File: config.mk
export PLATFORM = sky130hd
export DESIGN_NAME = tx_arbiter
export DESIGN_NICKNAME = d
export VERILOG_FILES = /design/src/rtl/tx_pkg.sv /design/src/rtl/tx_arbiter_rr_select.sv /design/src/rtl/tx_arbiter.sv
export SDC_FILE = /design/constraint.sdc
export NUM_CORES = 1
export LEC_CHECK = 0
export ABC_CLOCK_PERIOD_IN_PS = 4750
export CORE_UTILIZATION = 35
export CTS_CLUSTER_DIAMETER = 120
export DETAILED_ROUTE_END_ITERATION = 8
export MAX_ROUTING_LAYER = met4
export PLACE_DENSITY_LB_ADDON = 0.2
export SLEW_MARGIN = 30
export SYNTH_ARGS = -nofsm -noshare
export SYNTH_HDL_FRONTEND = slang
export SYNTH_SLANG_ARGS = --single-unit
File: constraint.sdc
create_clock -name i_clk -period 4.75 [get_ports i_clk]
set_input_delay 0.475 -clock i_clk [delete_from_list [all_inputs] [get_ports i_clk]]
set_output_delay 0.475 -clock i_clk [all_outputs]
set_load 0.02 [all_outputs]
File: src/rtl/tx_pkg.sv
// Shared definitions for the transmit arbiter: default sizes, FSM states
// and the round-robin pointer helper.
package tx_pkg;

    localparam int DEF_NUM_REQ = 4;
    localparam int DEF_DATA_W  = 10;
    localparam int DEF_TIMEOUT = 16;

    typedef enum logic [1:0] {
        ST_IDLE  = 2'd0,
        ST_START = 2'd1,
        ST_WAIT  = 2'd2,
        ST_GAP   = 2'd3
    } state_t;

    // Next requester after idx, wrapping at n.
    function automatic int wrap_inc(input int idx, input int n);
        return (idx >= n - 1) ? 0 : idx + 1;
    endfunction

endpackage

File: src/rtl/tx_arbiter_rr_select.sv
// Combinational round-robin picker: the first requester at or above ptr,
// wrapping around, as a one-hot grant plus its binary index.
module rr_select #(
    parameter int N     = 4,
    parameter int IDX_W = 2
) (
    input  logic [N-1:0]     req,
    input  logic [IDX_W-1:0] ptr,
    output logic [N-1:0]     grant,
    output logic [IDX_W-1:0] index
);

    localparam int PW = IDX_W + 1;

    always_comb begin
        logic          found;
        logic [PW-1:0] pos;
        grant = '0;
        index = '0;
        found = 1'b0;
        pos   = '0;
        // One extra bit holds ptr+off before the wrap subtraction.
        for (int off = 0; off < N; off++) begin
            pos = {1'b0, ptr} + PW'(off);
            if (pos >= PW'(N)) begin
                pos = pos - PW'(N);
            end
            if (!found && req[pos[IDX_W-1:0]]) begin
                found                 = 1'b1;
                grant[pos[IDX_W-1:0]] = 1'b1;
                index                 = pos[IDX_W-1:0];
            end
        end
    end

endmodule

File: src/rtl/tx_arbiter.sv
// Round-robin arbiter sharing one serial transmitter between NUM_REQ
// requesters, with a bounded wait for the transmitter's done pulse.
module tx_arbiter
    import tx_pkg::*;
#(
    parameter int NUM_REQ = DEF_NUM_REQ,
    parameter int DATA_W  = DEF_DATA_W,
    parameter int TIMEOUT = DEF_TIMEOUT
) (
    input  logic                      i_clk,
    input  logic                      i_rst,
    input  logic [NUM_REQ-1:0]        i_req,
    input  logic [NUM_REQ*DATA_W-1:0] i_data,
    output logic [NUM_REQ-1:0]        o_grant,
    output logic [NUM_REQ-1:0]        o_done,
    output logic                      o_err,
    output logic                      o_busy,
    output logic                      o_tx_ena_n,
    output logic [DATA_W-1:0]         o_tx_data,
    input  logic                      i_tx_done
);

    localparam int IDX_W = (NUM_REQ > 1) ? $clog2(NUM_REQ) : 1;
    localparam int CNT_W = $clog2(TIMEOUT) + 1;
    localparam logic [CNT_W-1:0] CNT_LAST = CNT_W'(TIMEOUT - 1);
    localparam logic [CNT_W-1:0] CNT_MAX  = '1;

    state_t               state, state_d;
    logic                 ready, ready_d;
    logic [IDX_W-1:0]     ptr, ptr_d;
    logic [IDX_W-1:0]     idx, idx_d;
    logic [NUM_REQ-1:0]   owner, owner_d;
    logic [CNT_W-1:0]     cnt, cnt_d;
    logic [NUM_REQ-1:0]   grant, grant_d;
    logic [NUM_REQ-1:0]   done, done_d;
    logic                 err, err_d;
    logic                 busy, busy_d;
    logic                 tx_ena_n, tx_ena_n_d;
    logic [DATA_W-1:0]    tx_data, tx_data_d;

    logic [NUM_REQ-1:0]   sel_grant;
    logic [IDX_W-1:0]     sel_idx;

    rr_select #(
        .N     (NUM_REQ),
        .IDX_W (IDX_W)
    ) u_rr_select (
        .req   (i_req),
        .ptr   (ptr),
        .grant (sel_grant),
        .index (sel_idx)
    );

    // ready holds off arbitration for the first edge after reset release.
    always_ff @(posedge i_clk or posedge i_rst) begin
        if (i_rst) begin
            state    <= ST_IDLE;
            ready    <= 1'b0;
            ptr      <= '0;
            idx      <= '0;
            owner    <= '0;
            cnt      <= '0;
            grant    <= '0;
            done     <= '0;
            err      <= 1'b0;
            busy     <= 1'b0;
            tx_ena_n <= 1'b1;
            tx_data  <= '0;
        end else begin
            state    <= state_d;
            ready    <= ready_d;
            ptr      <= ptr_d;
            idx      <= idx_d;
            owner    <= owner_d;
            cnt      <= cnt_d;
            grant    <= grant_d;
            done     <= done_d;
            err      <= err_d;
            busy     <= busy_d;
            tx_ena_n <= tx_ena_n_d;
            tx_data  <= tx_data_d;
        end
    end

    always_comb begin
        state_d    = state;
        ready_d    = 1'b1;
        ptr_d      = ptr;
        idx_d      = idx;
        owner_d    = owner;
        cnt_d      = cnt;
        grant_d    = '0;
        done_d     = '0;
        err_d      = 1'b0;
        tx_ena_n_d = 1'b1;
        tx_data_d  = tx_data;

        case (state)
            ST_IDLE: begin
                if (ready && (|i_req)) begin
                    for (int k = 0; k < NUM_REQ; k++) begin
                        if (sel_grant[k]) begin
                            tx_data_d = i_data[k*DATA_W +: DATA_W];
                        end
                    end
                    idx_d      = sel_idx;
                    owner_d    = sel_grant;
                    grant_d    = sel_grant;
                    tx_ena_n_d = 1'b0;
                    state_d    = ST_START;
                end
            end
            ST_START: begin
                cnt_d   = '0;
                state_d = ST_WAIT;
            end
            ST_WAIT: begin
                // Done wins over a timeout landing in the same cycle.
                if (i_tx_done) begin
                    done_d  = owner;
                    ptr_d   = IDX_W'(wrap_inc(int'(idx), NUM_REQ));
                    state_d = ST_GAP;
                end else if (cnt == CNT_LAST) begin
                    err_d   = 1'b1;
                    ptr_d   = IDX_W'(wrap_inc(int'(idx), NUM_REQ));
                    state_d = ST_GAP;
                end else if (cnt != CNT_MAX) begin
                    cnt_d = cnt + CNT_W'(1);
                end
            end
            ST_GAP: begin
                state_d = ST_IDLE;
            end
            default: begin
                state_d = ST_IDLE;
            end
        endcase

        busy_d = (state_d != ST_IDLE);
    end

    assign o_grant    = grant;
    assign o_done     = done;
    assign o_err      = err;
    assign o_busy     = busy;
    assign o_tx_ena_n = tx_ena_n;
    assign o_tx_data  = tx_data;

endmodule

==> results.toml, run 1 <==
[clocking]
tritoncts = "built"
clk_pin_slew_ns = 0.07
cts_resized = 0
clock_latency_ns = 0.28
htree_levels = 2
post_cts_buffers = 0
clockRootBuffer = "clkbuf_8"
hold_buffers = 0
clock-sinks = 37
numCtsBuffers = 5
clockBufferDepth = 2

[sta]
clock.fmax_mhz = 255
finalCriticalPeriod_ns = 3.93
fin_tns_setup_ns = 0
final_hold_viol_count = 0
finalSetupViolCount = 0
rsz0062_at_grt = "no"
slew_headroom = 0.576
period_share = 0.827
clock_skew_ns = 0.00304
slew_violations = 0
tightest_slew_ns = 0.631

[worst_setup_path]
rr_endpoint = "o_tx_data[1]$_DFFE_PP0P_"
crit_path_end_kind = "register"
worstSetupStartpointType = "register"
critical_path_arrival_ns = 4.10
rr_startpoint = "ptr[0]$_DFFE_PP0P_"
worstSetupPathType = "register to register"
critPathRequiredTime_ns = 4.92
startpoint = "ptr[0]$_DFFE_PP0P_"
r2r_setup_slack_ns = 0.82
rr_worst_depth = 10
cp_max_fo = 21
worstSetupEndpoint = "o_tx_data[1]$_DFFE_PP0P_"

[run_status]
status = "completed"

[synth]
synth.distinct_cells = 54
ys_warn_count = 0
synth_most_common_cell = "dfrtp_1"
synthArstFlopShare = 1.00
syn-num-nets = 290
synth_ff_type = "dfrtp_1"
syn_area_per_cell_um2 = 10.4
synthCells = 234
yosys.area.top_type = "dfrtp_1"
ys_ff_latch = 37
synth_top_cells_by_area = "dfrtp_1 (37%), mux2_4 (6.2%), a211oi_2 (5.1%)"
synth_edf_count = 0
yosys.area.top_type_share = 0.369
synth_commonest_cells = "dfrtp_1 (36), nand2_1 (27), nor2_1 (21)"
synth_area_um2 = 2440
ys_seq_area_frac = 0.380

[power]
p_int_mw = 1.15
p_per_area_nw_per_um2 = 635
ir_worst_vdd_mv = 0.289
combPwrFrac = 0.636
power.switching_uw = 874
p_sw_frac = 0.433
p_leak_nw = 1.39
sequentialPowerShare = 0.260
clkPwrFrac = 0.104

[placed_design]
port_buffers = 67
dpl.cell_count = 367
hpwlAfterDp_um = 4080
globalplace.congestion = 0.861

[detailed_routing]
vias = 1920
drt_iter0_markers = 52
ant_nets = 0
drc = 0
wirelength_um = 5330
dr.pass1.iters = 6
wire_per_inst_um = 14.2
via_per_inst = 5.12

[run]
drv_cap = 0

[global_route]
grt_pass1_vias = 1788
antenna_found_initial = 0
grt_pass1_wl_um = 8790
use_met3 = 0.0204
grt_start_max_net_pins = 38
grt.overflow.total = 0
met2_usage = 0.225
busiest_layer = "met1"
met1_usage = 0.231
grt_usage = 0.157

[min_path]
hold_depth = 1
hold_class = "register to register"

[cells_and_area]
antenna_cells = 0
drive_above_1_share = 0.146
layoutNonFillerInstCount = 375
layout.nets = 350
area_delta_synth_final_pct = 30.4

[floorplan]
core_um2 = 6760
io_pins = 68
die_x_um = 85.5
rows = 30
die_area_um2 = 7310
die_y_um = 85.5
initial_core_util = 0.361
-- placed cells by master, fill, tap and decap left out, types with 3 or more instances in the layout --
master and n:
dfrtp_1 36, clkbuf_8 5, a21oi_1 4, o21ai_0 9, a211oi_2 10, nor2_1 21, mux2_4 10, and3_1 5
nand2b_1 3, clkdlybuf4s50_1 67, a21boi_0 10, nand3_1 7, nand2_1 27, inv_1 6, buf_4 4, ha_1 9
a21o_1 4, a221o_1 3, o31ai_1 12, mux2i_1 3
-- cell families after synthesis --
family / after synthesis / synth area share
and+or+nand+nor: 79 / 0.168
AOI/OAI and AO/OA: 63 / 0.216
DFF: 37 / 0.380
buffers and inverters: 25 / 0.0693
muxes: 18 / 0.112
adders and majority gates: 9 / 0.0462
xor gates and xnor gates: 2 / 0.00718
other: 1 / 0.00154
-- metal layers --
| metal | up-vias | share of wire |
|---|---|---|
| li1 | 962 | - |
| met1 | 904 | 0.51 |
| met2 | 49 | 0.45 |
| met3 | 5 | 0.031 |
| met4 | 0 | 0.0096 |
| met5 | - | 0 |
-- how the worst min path moves through the flow --
| stage | endpoint | startpoint |
|---|---|---|
| 6_report | owner[3]$_DFFE_PP0P_ | owner[3]$_DFFE_PP0P_ |
| 5_1_grt | owner[2]$_DFFE_PP0P_ | owner[2]$_DFFE_PP0P_ |
| 4_1_cts | owner[2]$_DFFE_PP0P_ | owner[2]$_DFFE_PP0P_ |
| 3_5_place_dp | owner[2]$_DFFE_PP0P_ | owner[2]$_DFFE_PP0P_ |
| 3_3_place_gp | owner[2]$_DFFE_PP0P_ | owner[2]$_DFFE_PP0P_ |
| 2_1_floorplan | owner[0]$_DFFE_PP0P_ | owner[0]$_DFFE_PP0P_ |
-- power groups by stage --
stage	combinational, mW	clock (mW)	sequential [mW]
final	1.29	0.210	0.525
after floorplan	0.957	0	0.573
after detailed placement	1.29	0	0.530
after global placement	1.28	0	0.531
after CTS	1.29	0.215	0.528
after global routing	1.41	0.230	0.543
-- layout make-up --
type                            instances  area [um2]
Clock inverter                          2        10.0
Tap cell                               80         100
Fill cell                             643        3580
Sequential cell                        37         927
Inverter                                7        26.3
Clock buffer                            6        72.6
Multi-Input combinational cell        172        1340
Timing Repair Buffer                   71         701
-- critical path: stages, from the launching register on --
cell and delay [ns]:
dfrtp_1 0.69, inv_1 0.24, ha_1 0.50, or3b_4 0.46, a2111oi_4 0.32, or2_1 0.32
a221o_1 0.20, buf_4 0.22, inv_2 0.06, a41o_1 0.42, mux2_4 0.38
-- per-stage QoR --
stage	hold WS [ns]	total power, mW	setup slack, ns	instance area (um2)	util
final	0.476	2.02	0.823	3180	0.471
after global routing	0.476	2.18	0.587	3180	0.471
after CTS	0.475	2.03	0.745	3180	0.471
after detailed placement	0.459	1.82	0.768	3100	0.458
after global placement	0.454	1.81	0.883	3100	0.458
after floorplan	0.442	1.53	1.61	2440	-
-- registers in the layout, summed over array words and instances, names as in the netlist --
signal and cells:
o_tx_data 10, idx 2, state 2, o_grant 4
ready 1, o_done 4, o_busy 1, cnt 5
ptr 2, owner 4, o_err 1, o_tx_ena_n 1
(Power assumes the default switching activity.)
==> inputs of run 2 (changes only) <==
- ABC_CLOCK_PERIOD_IN_PS: 4750 -> 3500
- clock period: 4.75 -> 3.5 ns (I/O delays scaled with it)
==> run 2 against run 1 <==
Against the previous run: sequential share of layout area decreased by 0.41 points; core utilization increased by 0.67 points; wire length decreased by 1.5%; final cell count increased by 1.6%; sequential cell count unchanged; via count decreased by 0.16%; critical endpoint is now o_tx_data[2]$_DFFE_PP0P_.
==> results.toml, run 2 (synthesis gave the netlist of run 1 again) <==
[detailed_routing]
via_per_inst = 5.03
vias = 1917
wirelength_um = 5250
ant_nets = 0
dr.pass1.iters = 6
wire_per_inst_um = 13.8
drt_iter0_markers = 71
drc = 0

[placed_design]
postPlaceCellArea_um2 = 3140
globalplace.congestion = 0.809
hpwlAfterDp_um = 4040
port_buffers = 67

[cells_and_area]
area_delta_synth_final_pct = 32.2
layout.nets = 356
final_cell_mix = "clkdlybuf4s50_1 (67), dfrtp_1 (36), nand2_1 (27)"
layout.cells.most_common = "clkdlybuf4s50_1"
largest_reg_flops = 10
drive_above_1_share = 0.163
antenna_cells = 0
final_area_um2 = 3220

[sta]
final_hold_viol_count = 0
fin_tns_setup_ns = 0
rsz0062_at_grt = "no"
slew_violations = 0
period_share = 0.909
clock.fmax_mhz = 314
finalCriticalPeriod_ns = 3.18
finalSetupViolCount = 0
clock_skew_ns = 0.00324
tightest_slew_ns = 0.494
slew_headroom = 0.667
hold-worst-slack_ns = 0.466

[worst_setup_path]
critical_path_arrival_ns = 3.35
rr_startpoint = "ptr[0]$_DFFE_PP0P_"
r2r_setup_slack_ns = 0.32
slowest_delay_ns = 0.46
critPathRequiredTime_ns = 3.67
cp.buffers_inverters = 2
crit_path_end_kind = "register"
cp_slowest_cell = "or3b_4"
rr_worst_depth = 10
rr_endpoint = "o_tx_data[2]$_DFFE_PP0P_"
cp_max_fo = 10
path_cells = "inv_1 -> ha_1 -> or3b_4 -> a2111oi_4 -> or2_1 -> a221o_1 -> a211oi_2 -> a41o_1 -> buf_4 -> mux2_4"
cp_top_family = "compound AO/OA/AOI/OAI gates"
worstSetupStartpointType = "register"
worstSetupPathType = "register to register"

[run]
drv_cap = 0

[global_route]
antenna_found_initial = 0
grt_pass1_wl_um = 8340
grt_usage = 0.150
grt_pass1_vias = 1702
grt.overflow.total = 0
grt_start_max_net_pins = 38

[clocking]
post_cts_buffers = 0
clock_latency_ns = 0.28
clockRootBuffer = "clkbuf_8"
numCtsBuffers = 5
clk_pin_slew_ns = 0.07
tritoncts = "built"
htree_levels = 2
hold_buffers = 0
clock-sinks = 37
cts_resized = 0
clockBufferDepth = 2

[power]
p_per_area_nw_per_um2 = 861
ir_worst_vdd_mv = 0.411
p_leak_nw = 1.42

[floorplan]
io_pins = 68
rows = 30
die_area_um2 = 7310
core_um2 = 6760
die_y_um = 85.5
initial_core_util = 0.361
die_x_um = 85.5

[min_path]
hold_class = "input port to asynchronous set/reset pin"

[run_status]
status = "completed"
-- run 2: cell types whose count changed in the layout (fill, tap and decap cells not counted), sizes merged --
cell | previous run | this run
buf | 4 | 10
-- run 2: power breakdown --
part	total [mW]	switching, mW	internal (mW)	leakage, nW
Combinational	1.83	0.959	0.867	0.898
Clock	0.278	0.141	0.138	0.0450
Sequential	0.673	0.0877	0.585	0.472
Total	2.78	1.19	1.59	1.42
-- run 2: worst max path at each step --
stage	from	end	cells after the start
final	ptr[0]$_DFFE_PP0P_	o_tx_data[2]$_DFFE_PP0P_	10
after global routing	ptr[0]$_DFFE_PP0P_	o_tx_data[0]$_DFFE_PP0P_	9
after CTS	ptr[0]$_DFFE_PP0P_	o_tx_data[7]$_DFFE_PP0P_	10
after detailed placement	i_req[1]	o_tx_data[7]$_DFFE_PP0P_	8
after global placement	i_req[1]	o_tx_data[1]$_DFFE_PP0P_	8
after floorplan	ptr[1]$_DFFE_PP0P_	o_tx_data[0]$_DFFE_PP0P_	13
-- run 2: layer usage --
layer	vias to the layer above	track usage	routed length [um]
met2	41	0.217	2420
li1	979	-	-
met5	-	-	0
met1	891	0.216	2590
met3	6	0.0253	186
met4	0	0.0409	58
-- run 2: tightest hold or removal path: cells and delay by family --
| kind | cells | cell delay [ns] |
|---|---|---|
| buffers and inverters | 3 | 0.84 |
-- run 2: final cells by class --
type / count / area (um2)
Clock buffer: 6 / 72.6
Clock inverter: 2 / 10.0
Fill cell: 657 / 3530
Inverter: 7 / 26.3
Multi-Input combinational cell: 172 / 1340
Sequential cell: 37 / 927
Tap cell: 80 / 100
Timing Repair Buffer: 77 / 746
-- run 2: stage by stage --
step | power (mW) | utilization | worst slack, ns | cells
after floorplan | 2.08 | - | 0.361 | 234
after global placement | 2.49 | 0.465 | 0.260 | 373
after detailed placement | 2.51 | 0.465 | 0.175 | 373
after CTS | 2.80 | 0.477 | 0.327 | 381
after global routing | 3.00 | 0.477 | 0.143 | 381
final | 2.78 | 0.477 | 0.319 | 381
==> inputs of run 3 (changes only) <==
- HOLD_SLACK_MARGIN: not set -> 0.02
==> results of run 3 <==
The final DEF is identical to that of run 2; final timing and power are the same.
